**config.mk**
```make
export PLATFORM = sky130hd
export DESIGN_NAME = sevenseg_scan_driver_flat
export DESIGN_NICKNAME = d
export VERILOG_FILES = /design/src/rtl/sevenseg_scan_driver_pkg.sv /design/src/rtl/sevenseg_scan_driver_if.sv /design/src/rtl/sevenseg_scan_driver_slot_timer.sv /design/src/rtl/sevenseg_scan_driver.sv /design/src/flat_wrapper.sv
export SDC_FILE = /design/constraint.sdc
export NUM_CORES = 1
export LEC_CHECK = 0
export ABC_AREA = 1
export BUFFER_PORTS_ARGS = -buffer_cell sky130_fd_sc_hd__buf_4
export CELL_PAD_IN_SITES_DETAIL_PLACEMENT = 1
export CELL_PAD_IN_SITES_GLOBAL_PLACEMENT = 2
export CORE_MARGIN = 2
export CORE_UTILIZATION = 30
export CTS_CLUSTER_DIAMETER = 150
export DETAILED_ROUTE_END_ITERATION = 8
export PLACE_DENSITY = 0.78
export SETUP_SLACK_MARGIN = 0.15
export SLEW_MARGIN = 20
export SYNTH_ARGS = -nofsm -noshare
export SYNTH_HDL_FRONTEND = slang
export SYNTH_SLANG_ARGS = --single-unit
```
**constraint.sdc**
```tcl
create_clock -name clk -period 2.9 [get_ports clk]
set_clock_uncertainty 0.05 [all_clocks]
set_input_delay 0.145 -clock clk [delete_from_list [all_inputs] [get_ports clk]]
set_output_delay 0.145 -clock clk [all_outputs]
set_load 0.02 [all_outputs]
```
**src/rtl/sevenseg_scan_driver_pkg.sv**
```systemverilog
// Shared constants and types for the seven-segment scan path and the FSM's
// pattern encoder.
package sevenseg_pkg;

  localparam int SEG_W      = 7;
  localparam int AN_W       = 4;
  localparam int DIG_W      = 2;
  localparam int NUM_DIGITS = 4;

  localparam logic [SEG_W-1:0] SEG_ALL_OFF = 7'h7F;
  localparam logic [AN_W-1:0]  AN_ALL_OFF  = 4'hF;

  typedef enum logic [2:0] {
    SEG_A = 3'd0,
    SEG_B = 3'd1,
    SEG_C = 3'd2,
    SEG_D = 3'd3,
    SEG_E = 3'd4,
    SEG_F = 3'd5,
    SEG_G = 3'd6
  } seg_bit_e;

  typedef enum logic {
    SCAN_IDLE,
    SCAN_RUN
  } scan_state_e;

  function automatic logic [AN_W-1:0] an_select(input logic [DIG_W-1:0] dig);
    an_select      = AN_ALL_OFF;
    an_select[dig] = 1'b0;
  endfunction

endpackage

```
**src/rtl/sevenseg_scan_driver_if.sv**
```systemverilog
// Pattern bus between the regfile demo FSM (master) and the scan driver (slave).
interface sevenseg_scan_driver_if;
  import sevenseg_pkg::*;

  logic             enable;
  logic [SEG_W-1:0] seg0;
  logic [SEG_W-1:0] seg1;
  logic [SEG_W-1:0] seg2;
  logic [SEG_W-1:0] seg3;
  logic             frame_tick;

  modport master (output enable, seg0, seg1, seg2, seg3, input frame_tick);
  modport slave  (input enable, seg0, seg1, seg2, seg3, output frame_tick);

endinterface

```
**src/rtl/sevenseg_scan_driver_slot_timer.sv**
```systemverilog
// Slot/digit sequencer. Outputs describe the state taken at the coming edge so
// the top-level output flops line up with cnt/dig without extra latency.
module sevenseg_slot_timer
  import sevenseg_pkg::*;
#(
  parameter int REFRESH_DIV  = 50000,
  parameter int BLANK_CYCLES = 500
) (
  input  logic             clk,
  input  logic             reset,
  input  logic             enable,
  output logic             in_show,
  output logic [DIG_W-1:0] dig,
  output logic             frame_start
);

  localparam int               CNT_W    = $clog2(REFRESH_DIV);
  localparam logic [CNT_W-1:0] CNT_LAST = CNT_W'(REFRESH_DIV - 1);

  scan_state_e      state, state_nx;
  logic [CNT_W-1:0] cnt, cnt_nx;
  logic [DIG_W-1:0] dig_q, dig_nx;
  logic             past_blank;

  // IDLE marks "frame not yet started": the first enabled edge parks on
  // cnt=0/dig=0 and latches instead of advancing.
  always_comb begin
    state_nx    = state;
    cnt_nx      = cnt;
    dig_nx      = dig_q;
    frame_start = 1'b0;
    if (!enable) begin
      state_nx = SCAN_IDLE;
      cnt_nx   = '0;
      dig_nx   = '0;
    end else if (state == SCAN_IDLE) begin
      state_nx    = SCAN_RUN;
      frame_start = 1'b1;
    end else if (cnt == CNT_LAST) begin
      cnt_nx      = '0;
      dig_nx      = dig_q + 1'b1;
      frame_start = (dig_q == DIG_W'(NUM_DIGITS - 1));
    end else begin
      cnt_nx = cnt + 1'b1;
    end
  end

  if (BLANK_CYCLES == 0) begin : g_noblank
    assign past_blank = 1'b1;
  end else begin : g_blank
    localparam logic [CNT_W-1:0] BLANK_END = CNT_W'(BLANK_CYCLES);
    assign past_blank = (cnt_nx >= BLANK_END);
  end

  assign in_show = (state_nx == SCAN_RUN) && past_blank;
  assign dig     = dig_nx;

  always_ff @(posedge clk) begin
    if (reset) begin
      state <= SCAN_IDLE;
      cnt   <= '0;
      dig_q <= '0;
    end else begin
      state <= state_nx;
      cnt   <= cnt_nx;
      dig_q <= dig_nx;
    end
  end

endmodule

```
**src/rtl/sevenseg_scan_driver.sv**
```systemverilog
// Four-digit multiplexed seven-segment driver with per-frame shadow latching
// and a blanking gap ahead of every digit.
module sevenseg_scan_driver
  import sevenseg_pkg::*;
#(
  parameter int REFRESH_DIV       = 50000,
  parameter int BLANK_CYCLES      = 500,
  parameter int SEG_ACTIVE_LOW_IN = 1
) (
  input  logic                   clk,
  input  logic                   reset,
  sevenseg_scan_driver_if.slave  pat,
  output logic [SEG_W-1:0]       seg_n,
  output logic [AN_W-1:0]        an_n
);

  localparam logic [SEG_W-1:0] SHADOW_OFF =
    (SEG_ACTIVE_LOW_IN != 0) ? SEG_ALL_OFF : ~SEG_ALL_OFF;

  logic             in_show;
  logic             frame_start;
  logic [DIG_W-1:0] dig;
  logic [SEG_W-1:0] shadow [NUM_DIGITS];
  logic [SEG_W-1:0] pattern;
  logic [SEG_W-1:0] seg_drive;

  sevenseg_slot_timer #(
    .REFRESH_DIV (REFRESH_DIV),
    .BLANK_CYCLES(BLANK_CYCLES)
  ) u_slot_timer (
    .clk        (clk),
    .reset      (reset),
    .enable     (pat.enable),
    .in_show    (in_show),
    .dig        (dig),
    .frame_start(frame_start)
  );

  // A latch edge always lands on digit 0, so bypass the shadow with seg0 there
  // (only visible when there is no blanking gap).
  always_comb begin
    pattern   = frame_start ? pat.seg0 : shadow[dig];
    seg_drive = (SEG_ACTIVE_LOW_IN != 0) ? pattern : ~pattern;
  end

  always_ff @(posedge clk) begin
    if (reset) begin
      for (int unsigned i = 0; i < NUM_DIGITS; i++) shadow[i] <= SHADOW_OFF;
      seg_n          <= SEG_ALL_OFF;
      an_n           <= AN_ALL_OFF;
      pat.frame_tick <= 1'b0;
    end else begin
      if (frame_start) begin
        shadow[0] <= pat.seg0;
        shadow[1] <= pat.seg1;
        shadow[2] <= pat.seg2;
        shadow[3] <= pat.seg3;
      end
      pat.frame_tick <= frame_start;
      if (in_show) begin
        an_n  <= an_select(dig);
        seg_n <= seg_drive;
      end else begin
        an_n  <= AN_ALL_OFF;
        seg_n <= SEG_ALL_OFF;
      end
    end
  end

endmodule

```
**src/flat_wrapper.sv**
```systemverilog
// flat-port wrapper written by rule: the top's interface ports become plain ports
module sevenseg_scan_driver_flat import sevenseg_pkg::*;
#(
  parameter int REFRESH_DIV       = 50000,
  parameter int BLANK_CYCLES      = 500,
  parameter int SEG_ACTIVE_LOW_IN = 1
)
  (clk, reset, seg_n, an_n, pat_enable, pat_seg0, pat_seg1, pat_seg2, pat_seg3, pat_frame_tick);
  sevenseg_scan_driver_if pat_i ();
  input  logic clk;
  input  logic reset;
  output logic [SEG_W-1:0] seg_n;
  output logic [AN_W-1:0] an_n;
  input wire logic [$bits(pat_i.enable)-1:0] pat_enable;
  input wire logic [$bits(pat_i.seg0)-1:0] pat_seg0;
  input wire logic [$bits(pat_i.seg1)-1:0] pat_seg1;
  input wire logic [$bits(pat_i.seg2)-1:0] pat_seg2;
  input wire logic [$bits(pat_i.seg3)-1:0] pat_seg3;
  output wire logic [$bits(pat_i.frame_tick)-1:0] pat_frame_tick;
  assign pat_i.enable = pat_enable;
  assign pat_i.seg0 = pat_seg0;
  assign pat_i.seg1 = pat_seg1;
  assign pat_i.seg2 = pat_seg2;
  assign pat_i.seg3 = pat_seg3;
  assign pat_frame_tick = pat_i.frame_tick;
  sevenseg_scan_driver #(.REFRESH_DIV(REFRESH_DIV), .BLANK_CYCLES(BLANK_CYCLES), .SEG_ACTIVE_LOW_IN(SEG_ACTIVE_LOW_IN)) u_core (.clk(clk), .reset(reset), .pat(pat_i), .seg_n(seg_n), .an_n(an_n));
endmodule
```
Yosys cells after proc, flatten, opt, wreduce, memory -nomap -nowiden
Memories as Yosys holds them, arrays and structs flattened.
Index checks and enable logic that the tools add are counted.
Word-level totals
  flip-flop bits (word level): 31
  RAM bits: 28
  input port bits: 31
  output and inout bits: 12
  word-level logic and storage cells: 45
  memories: 1
Memories
  u_core.shadow: words 4, width 7, rd ports 1, clocked after Yosys merged registers in 0, write ports 4, RTL line sevenseg_scan_driver.sv:23  | logic [SEG_W-1:0] shadow [NUM_DIGITS];
Cells by class
  add/sub/neg operators: 2
  $lt $le $gt $ge: 3
  eq/ne operators: 2
  muxes and demuxes: 22
  bitwise gates (word level): 6
  reductions and logical operators: 3
Operators with widths (number)
  16-bit two-way mux: 3
  7-bit two-way mux: 5
  16-bit by 1-bit adder with 16-bit output (second input constant): 1
  16-bit equality test (second input constant): 1
  16-bit by 9-bit >= comparator with 1-bit output (second input constant): 1
  1-bit two-way mux: 10
  2-bit two-way mux: 3
  4-bit NOT: 1
  1-bit bitwise OR: 4
  2-bit by 3-bit < comparator with 1-bit output (second input constant): 1
  2-bit by 1-bit adder with 2-bit output (second input constant): 1
  1-bit demux with 2-bit select: 1
  2-bit equality test (second input constant): 1
  2-bit by 1-bit >= comparator with 1-bit output (second input constant): 1
  1-bit logical AND: 2
  2-bit OR reduction: 1
  1-bit NOT: 1

Logic depth before layout (Yosys ltp)
  depth after elaboration: 9
  depth in mapped cells: 14
  mapped depth without buffers: 13

Hierarchy
Synthesis repeated with hierarchy kept, for this count alone.
Unflattened totals
  cells, all modules: 398
  area, all modules: 3055.4 µm²
By module, submodules not included
  sevenseg_scan_driver: times used 1, cells an instance 200, area each 1831.8 µm², sequential area each 1081.0 µm²
  sevenseg_slot_timer: times used 1, cells an instance 198, area each 1223.7 µm², sequential area each 380.4 µm²

Worst setup path after synthesis
Ideal clock, no wire load.
  kind: register to register
  start: register u_core.u_slot_timer.cnt[0]
  end: memory u_core.shadow[0][0] (enable)
  setup time: 0.385 ns
  arrival time: 1.877 ns
  required time: 2.465 ns
  slack: 0.588 ns
  cell stages (with the launch flop): 9
  buffers on the path: 1
  period minus slack after synthesis: 2.312 ns
  cells stage by stage: dfxtp_1 ha_1 nand3_2 nor2_4 nand3_1 nand2_1 nand2_1 buf_2 nand2_1
RTL lines
  from (decl): RTL line sevenseg_scan_driver_slot_timer.sv:21  | logic [CNT_W-1:0] cnt, cnt_nx;
  from (signal assigned): RTL line sevenseg_scan_driver_slot_timer.sv:65  | cnt <= cnt_nx;
  to (decl): RTL line sevenseg_scan_driver.sv:23

Final worst setup path
  start: register u_core.u_slot_timer.cnt[0]
  end: register u_core.seg_n[1]
On the way
  cells in the longest elaborated chain, start to end: 8
  elaborated cells between the ends (all ways): 17
  classes of those cells: add/sub: 1; order compare: 1; eq/ne: 1; mux: 10; bitwise: 1; reduce/logical: 2; memory: 1
RTL lines
  16-bit by 1-bit adder with 16-bit output or 16-bit equality test (tied branches): RTL line sevenseg_scan_driver_slot_timer.sv:44, sevenseg_scan_driver_slot_timer.sv:39
  16-bit two-way mux: RTL line sevenseg_scan_driver_slot_timer.sv:39  | end else if (cnt == CNT_LAST) begin
  16-bit two-way mux: RTL line sevenseg_scan_driver_slot_timer.sv:36  | end else if (state == SCAN_IDLE) begin
  16-bit two-way mux: RTL line sevenseg_scan_driver_slot_timer.sv:32  | if (!enable) begin
  16-bit by 9-bit >= comparator with 1-bit output: RTL line sevenseg_scan_driver_slot_timer.sv:52  | assign past_blank = (cnt_nx >= BLANK_END);
  1-bit logical AND: RTL line sevenseg_scan_driver_slot_timer.sv:55  | assign in_show = (state_nx == SCAN_RUN) && past_blank;
  1-bit NOT (no line)
  2-bit OR reduction (no line)
  to (signal assigned): RTL line sevenseg_scan_driver.sv:62  | seg_n <= seg_drive;
  to (decl): RTL line sevenseg_scan_driver.sv:13  | output logic [SEG_W-1:0] seg_n,
Several ways; a longest one is shown, not always the timed one.
A chain may end at the register's enable or synchronous reset.

==> impl_results.html <==
<table>
<tr><th>Metric</th><th>Value</th></tr>
<tr><th colspan="2">Outcome</th></tr>
<tr><td>Result of the run</td><td>finished, final reports clean</td></tr>
<tr><th colspan="2">Power</th></tr>
<tr><td>Power density over the cells</td><td>roughly 450 nW/um2</td></tr>
<tr><td>Worst IR drop on VDD</td><td>about 0.00018 V</td></tr>
<tr><td>Leakage power summed over all cells</td><td>about 0.0017 uW</td></tr>
<tr><th colspan="2">Worst hold path</th></tr>
<tr><td>Path class of the lowest-slack min-delay path</td><td>input port to flop</td></tr>
<tr><td>Worst min-delay path startpoint</td><td>pat_seg0[5]</td></tr>
<tr><td>Hold-critical path endpoint</td><td>u_core.shadow[0][5]$_SDFFCE_PN1P_</td></tr>
<tr><td>Hold depth</td><td>3</td></tr>
<tr><th colspan="2">Route</th></tr>
<tr><td>Average wire length per cell after detail routing</td><td>13.14 um</td></tr>
<tr><td>DRC violation total after the first TritonRoute iteration</td><td>between 60 and 70</td></tr>
<tr><td>DR vias</td><td>about 2,600</td></tr>
<tr><td>Number of DRC violations after detailed routing</td><td>0</td></tr>
<tr><td>Number of search-and-repair iterations in the first detailed-routing pass</td><td>4</td></tr>
<tr><td>Final routed wirelength across all metal layers</td><td>~7.6 mm</td></tr>
<tr><td>Count of nets left with antenna violations after detail routing</td><td>0</td></tr>
<tr><td>Routed vias/inst</td><td>approximately 4.4</td></tr>
<tr><th colspan="2">Die</th></tr>
<tr><td>Initial Utilization</td><td>30.77%</td></tr>
<tr><td>Die width</td><td>between 100 and 150 um</td></tr>
<tr><td>Total die area</td><td>between 10,000 and 15,000 um2</td></tr>
<tr><td>Placeable core area</td><td>between 9000 and 10,000 um2</td></tr>
<tr><td>Cell row count</td><td>36</td></tr>
<tr><td>Die span in y</td><td>approximately 100 um</td></tr>
<tr><td>I/O Pins</td><td>between 40 and 50</td></tr>
<tr><th colspan="2">Worst setup path</th></tr>
<tr><td>Cell family with most CP delay</td><td>simple AND/OR/NAND/NOR gates</td></tr>
<tr><td>Critical R2R Launch</td><td>u_core.u_slot_timer.cnt[0]$_SDFF_PP0_</td></tr>
<tr><td>Total buffers and inverters traversed by the critical path</td><td>0</td></tr>
<tr><td>Kind of end point of the critical path</td><td>flop</td></tr>
<tr><td>Slowest cell on the critical path</td><td>sky130_fd_sc_hd__dfxtp_1</td></tr>
<tr><td>Capture point of the worst reg-to-reg path</td><td>u_core.seg_n[1]$_SDFF_PP1_</td></tr>
<tr><td>Data required time of the worst path</td><td>3.08 ns</td></tr>
<tr><td>Element type at the critical path start</td><td>flop</td></tr>
<tr><td>Worst path most repeated cell</td><td>sky130_fd_sc_hd__nand2_1</td></tr>
<tr><td>Worst-case reg-to-reg path depth</td><td>12</td></tr>
<tr><td>Crit Path Category</td><td>flop to flop</td></tr>
<tr><td>List of cells traversed by the critical path</td><td>ha_1 &gt; nand3_2 &gt; nor2_4 &gt; nand3_4 &gt; nand2_4 &gt; nand3_4 &gt; nand2_1 &gt; o21ai_1 &gt; nand2_1 &gt; nand2_1 &gt; nand2_1 &gt; nand2_1</td></tr>
<tr><td>Reg2reg setup slack</td><td>0.78 ns</td></tr>
<tr><td>Largest fanout on the critical path</td><td>26</td></tr>
<tr><td>Worst Path Arrival</td><td>2.30 ns</td></tr>
<tr><td>Delay contributed by the slowest stage of the critical path</td><td>roughly 0.37 ns</td></tr>
<tr><th colspan="2">Flow run</th></tr>
<tr><td>Number of max-cap violations</td><td>0</td></tr>
<tr><th colspan="2">Synthesis</th></tr>
<tr><td>Synthesized area</td><td>about 3000 um2</td></tr>
<tr><td>Syn Area/Cell</td><td>about 7.9 um2</td></tr>
<tr><td>Unique cell type count in the Yosys netlist</td><td>29</td></tr>
<tr><td>Share of the yosys chip area belonging to registers</td><td>between 40% and 50%</td></tr>
<tr><td>Number of instances in the synthesized netlist</td><td>roughly 380</td></tr>
<tr><td>Net count after synthesis</td><td>approximately 410</td></tr>
<tr><td>Syn. warnings</td><td>0</td></tr>
<tr><td>Number of storage elements in the synthesis netlist</td><td>59</td></tr>
<tr><th colspan="2">Timing</th></tr>
<tr><td>Total count of hold-check failures in the final report</td><td>0</td></tr>
<tr><td>Transition time at the pin with the least slew margin</td><td>~0.35 ns</td></tr>
<tr><td>Setup repair after global routing missed its margin</td><td>no</td></tr>
<tr><td>Final setup violation count</td><td>0</td></tr>
<tr><td>Maximum clock frequency</td><td>roughly 0.47 GHz</td></tr>
<tr><td>Normalized max-slew margin</td><td>about three quarters</td></tr>
<tr><td>Setup TNS</td><td>0 ns</td></tr>
<tr><td>Number of max-slew violations in the final report</td><td>0</td></tr>
<tr><td>Time the worst path needs with I/O delays and setup</td><td>between 2 and 2.5 ns</td></tr>
<tr><td>Worst slack on hold paths</td><td>roughly 0.016 ns</td></tr>
<tr><td>Period utilisation layout</td><td>72.99%</td></tr>
<tr><th colspan="2">CTS</th></tr>
<tr><td>Later-pin clock latency in the skew report</td><td>about 0.34 ns</td></tr>
<tr><td>Clock tree from TritonCTS</td><td>built</td></tr>
<tr><td>Clock-pin slew on the worst setup and hold paths</td><td>~0.070 ns</td></tr>
<tr><td>Post-CTS setup repair buffer count</td><td>0</td></tr>
<tr><td>Gates resized, CTS repair</td><td>0</td></tr>
<tr><td>CTS HTree Levels</td><td>3</td></tr>
<tr><td>Clock buffer count from CTS</td><td>9</td></tr>
<tr><td>Sinks on Clock Net</td><td>59</td></tr>
<tr><td>Maximum number of buffers from clock root to sink</td><td>2</td></tr>
<tr><td>Post-cts hold buffer count</td><td>11</td></tr>
<tr><td>Root buffer selected by CTS</td><td>sky130_fd_sc_hd__clkbuf_8</td></tr>
<tr><th colspan="2">Layout</th></tr>
<tr><td>Share of final-layout standard cells stronger than drive strength 1</td><td>19.87%</td></tr>
<tr><td>Post-synthesis to final-layout area growth</td><td>24.53%</td></tr>
<tr><td>Filler instances</td><td>about 1,200</td></tr>
<tr><td>Net count, final</td><td>476</td></tr>
<tr><td>Antenna diodes</td><td>0</td></tr>
<tr><th colspan="2">Global routing</th></tr>
<tr><td>Antenna violations before repair</td><td>0</td></tr>
<tr><td>Pin count of the biggest net entering global routing</td><td>27</td></tr>
<tr><td>Gr ovfl total</td><td>0</td></tr>
<tr><td>Number of global-route vias before repair</td><td>between 2,000 and 3,000</td></tr>
<tr><td>Total Routing Usage GR</td><td>roughly 15%</td></tr>
<tr><td>First-pass GRT wire length</td><td>~13 mm</td></tr>
<tr><th colspan="2">Place</th></tr>
<tr><td>Gp weighted congestion</td><td>roughly 0.76</td></tr>
<tr><td>Post-DP HPWL</td><td>around 5.8 mm</td></tr>
<tr><td>Number of input and output port buffers inserted</td><td>42</td></tr>
</table>
-- registers in the layout, indices dropped and copies added, names as in the netlist --
signal                     cells
u_core.u_slot_timer.cnt       16
u_core.seg_n                   7
u_core.u_slot_timer.dig_q      2
u_core.shadow                 28
u_core.u_slot_timer.state      1
u_core.an_n                    4
u_core.pat.frame_tick          1
-- per-layer routing --
metal  vias to the layer above  GRT usage, %  routed length [um]
met3                        12         3.822                 241
met5                         -             0                   0
met1                      1182         16.46                3227
met2                        47         28.57                4070
li1                       1314             -                   -
met4                         0         4.730                  94
-- Yosys cell counts, drive strengths merged --
| cell | n | area share [%] |
|---|---|---|
| o21bai | 3 | 0.75 |
| nand4 | 16 | 3.8 |
| buf | 9 | 2.5 |
| inv | 61 | 7.7 |
| nor3 | 2 | 0.33 |
| edfxtp | 28 | 28 |
| clkinv | 1 | 0.13 |
| nor2 | 55 | 9.1 |
| a21oi | 3 | 0.50 |
| nand3 | 21 | 4.8 |
| xor2 | 3 | 0.88 |
| dfxtp | 31 | 21 |
| nand2 | 136 | 18 |
| o211ai | 1 | 0.25 |
| ha | 2 | 0.84 |
| o21ai | 9 | 1.5 |
-- per-stage QoR --
stage | util (%) | power, uW | cell area [um2] | instances | worst slack (ns)
5_1_grt | 38.32 | 1761 | 3729 | 581 | 0.5756
4_1_cts | 38.32 | 1708 | 3729 | 581 | 0.7511
3_5_place_dp | 35.52 | 1049 | 3456 | 554 | 0.7878
3_3_place_gp | 35.52 | 1046 | 3456 | 554 | 0.8284
2_1_floorplan | - | 988.0 | 2994 | 381 | 0.5883
6_report | 38.32 | 1682 | 3729 | 581 | 0.7834
-- power breakdown --
group	leakage, uW	switching, uW	internal [uW]
sequential	0.000493	10.4	900
combinational	0.00114	69.0	60.8
clock	0.0000796	334	307
-- placed cells by master, fill, tap and decap left out, types with 3 or more instances in the layout --
cell	instances
sky130_fd_sc_hd__nand2_2	5
sky130_fd_sc_hd__edfxtp_1	28
sky130_fd_sc_hd__nand2_1	129
sky130_fd_sc_hd__nand3_2	3
sky130_fd_sc_hd__o21ai_1	8
sky130_fd_sc_hd__nor2_1	45
sky130_fd_sc_hd__clkbuf_8	9
sky130_fd_sc_hd__nor2_4	6
sky130_fd_sc_hd__o21bai_1	3
sky130_fd_sc_hd__inv_1	58
sky130_fd_sc_hd__nand4_1	15
sky130_fd_sc_hd__xor2_1	3
sky130_fd_sc_hd__dlygate4sd3_1	11
sky130_fd_sc_hd__nand3_1	16
sky130_fd_sc_hd__buf_4	49
sky130_fd_sc_hd__nor2_2	3
sky130_fd_sc_hd__dfxtp_1	31
sky130_fd_sc_hd__a21oi_1	3
-- worst min-delay path, cell delays in order --
cell	delay (ns)
sky130_fd_sc_hd__buf_4	0.08
sky130_fd_sc_hd__inv_1	0.04
sky130_fd_sc_hd__nand2_1	0.05
-- worst max-delay path by stage --
stage	to	cells past startpoint	slack, ns	startpoint
2_1_floorplan	u_core.shadow[0][0]$_SDFFCE_PN1P_	8	0.59	u_core.u_slot_timer.cnt[0]$_SDFF_PP0_
3_3_place_gp	u_core.shadow[3][0]$_SDFFCE_PN1P_	9	0.83	u_core.u_slot_timer.cnt[0]$_SDFF_PP0_
3_5_place_dp	u_core.seg_n[4]$_SDFF_PP1_	12	0.79	u_core.u_slot_timer.cnt[0]$_SDFF_PP0_
4_1_cts	u_core.seg_n[1]$_SDFF_PP1_	12	0.75	u_core.u_slot_timer.cnt[0]$_SDFF_PP0_
5_1_grt	u_core.seg_n[3]$_SDFF_PP1_	12	0.58	u_core.u_slot_timer.cnt[0]$_SDFF_PP0_
6_report	u_core.seg_n[1]$_SDFF_PP1_	12	0.78	u_core.u_slot_timer.cnt[0]$_SDFF_PP0_
-- logic make-up after synthesis --
| family | synth area share [%] |
|---|---|
| AO/OA/AOI/OAI | 3.009 |
| AND/OR/NAND/NOR | 36.11 |
| buffers and inverters | 10.36 |
| adder cells (fa/ha/maj) | 0.8356 |
| flip-flops | 48.81 |
| XOR/XNOR | 0.8777 |
-- cell type report --
cell class / instances / area [um2] / share of cell area [%]
Sequential cell: 59 / 1461 / 39.19
Multi-Input combinational cell: 251 / 1225 / 32.85
Timing Repair Buffer: 60 / 478.0 / 12.82
Inverter: 62 / 235.2 / 6.309
Tap cell: 133 / 166.4 / 4.463
Clock buffer: 11 / 131.4 / 3.523
Clock inverter: 5 / 31.28 / 0.8389
Power figures use the tool's default switching activity.
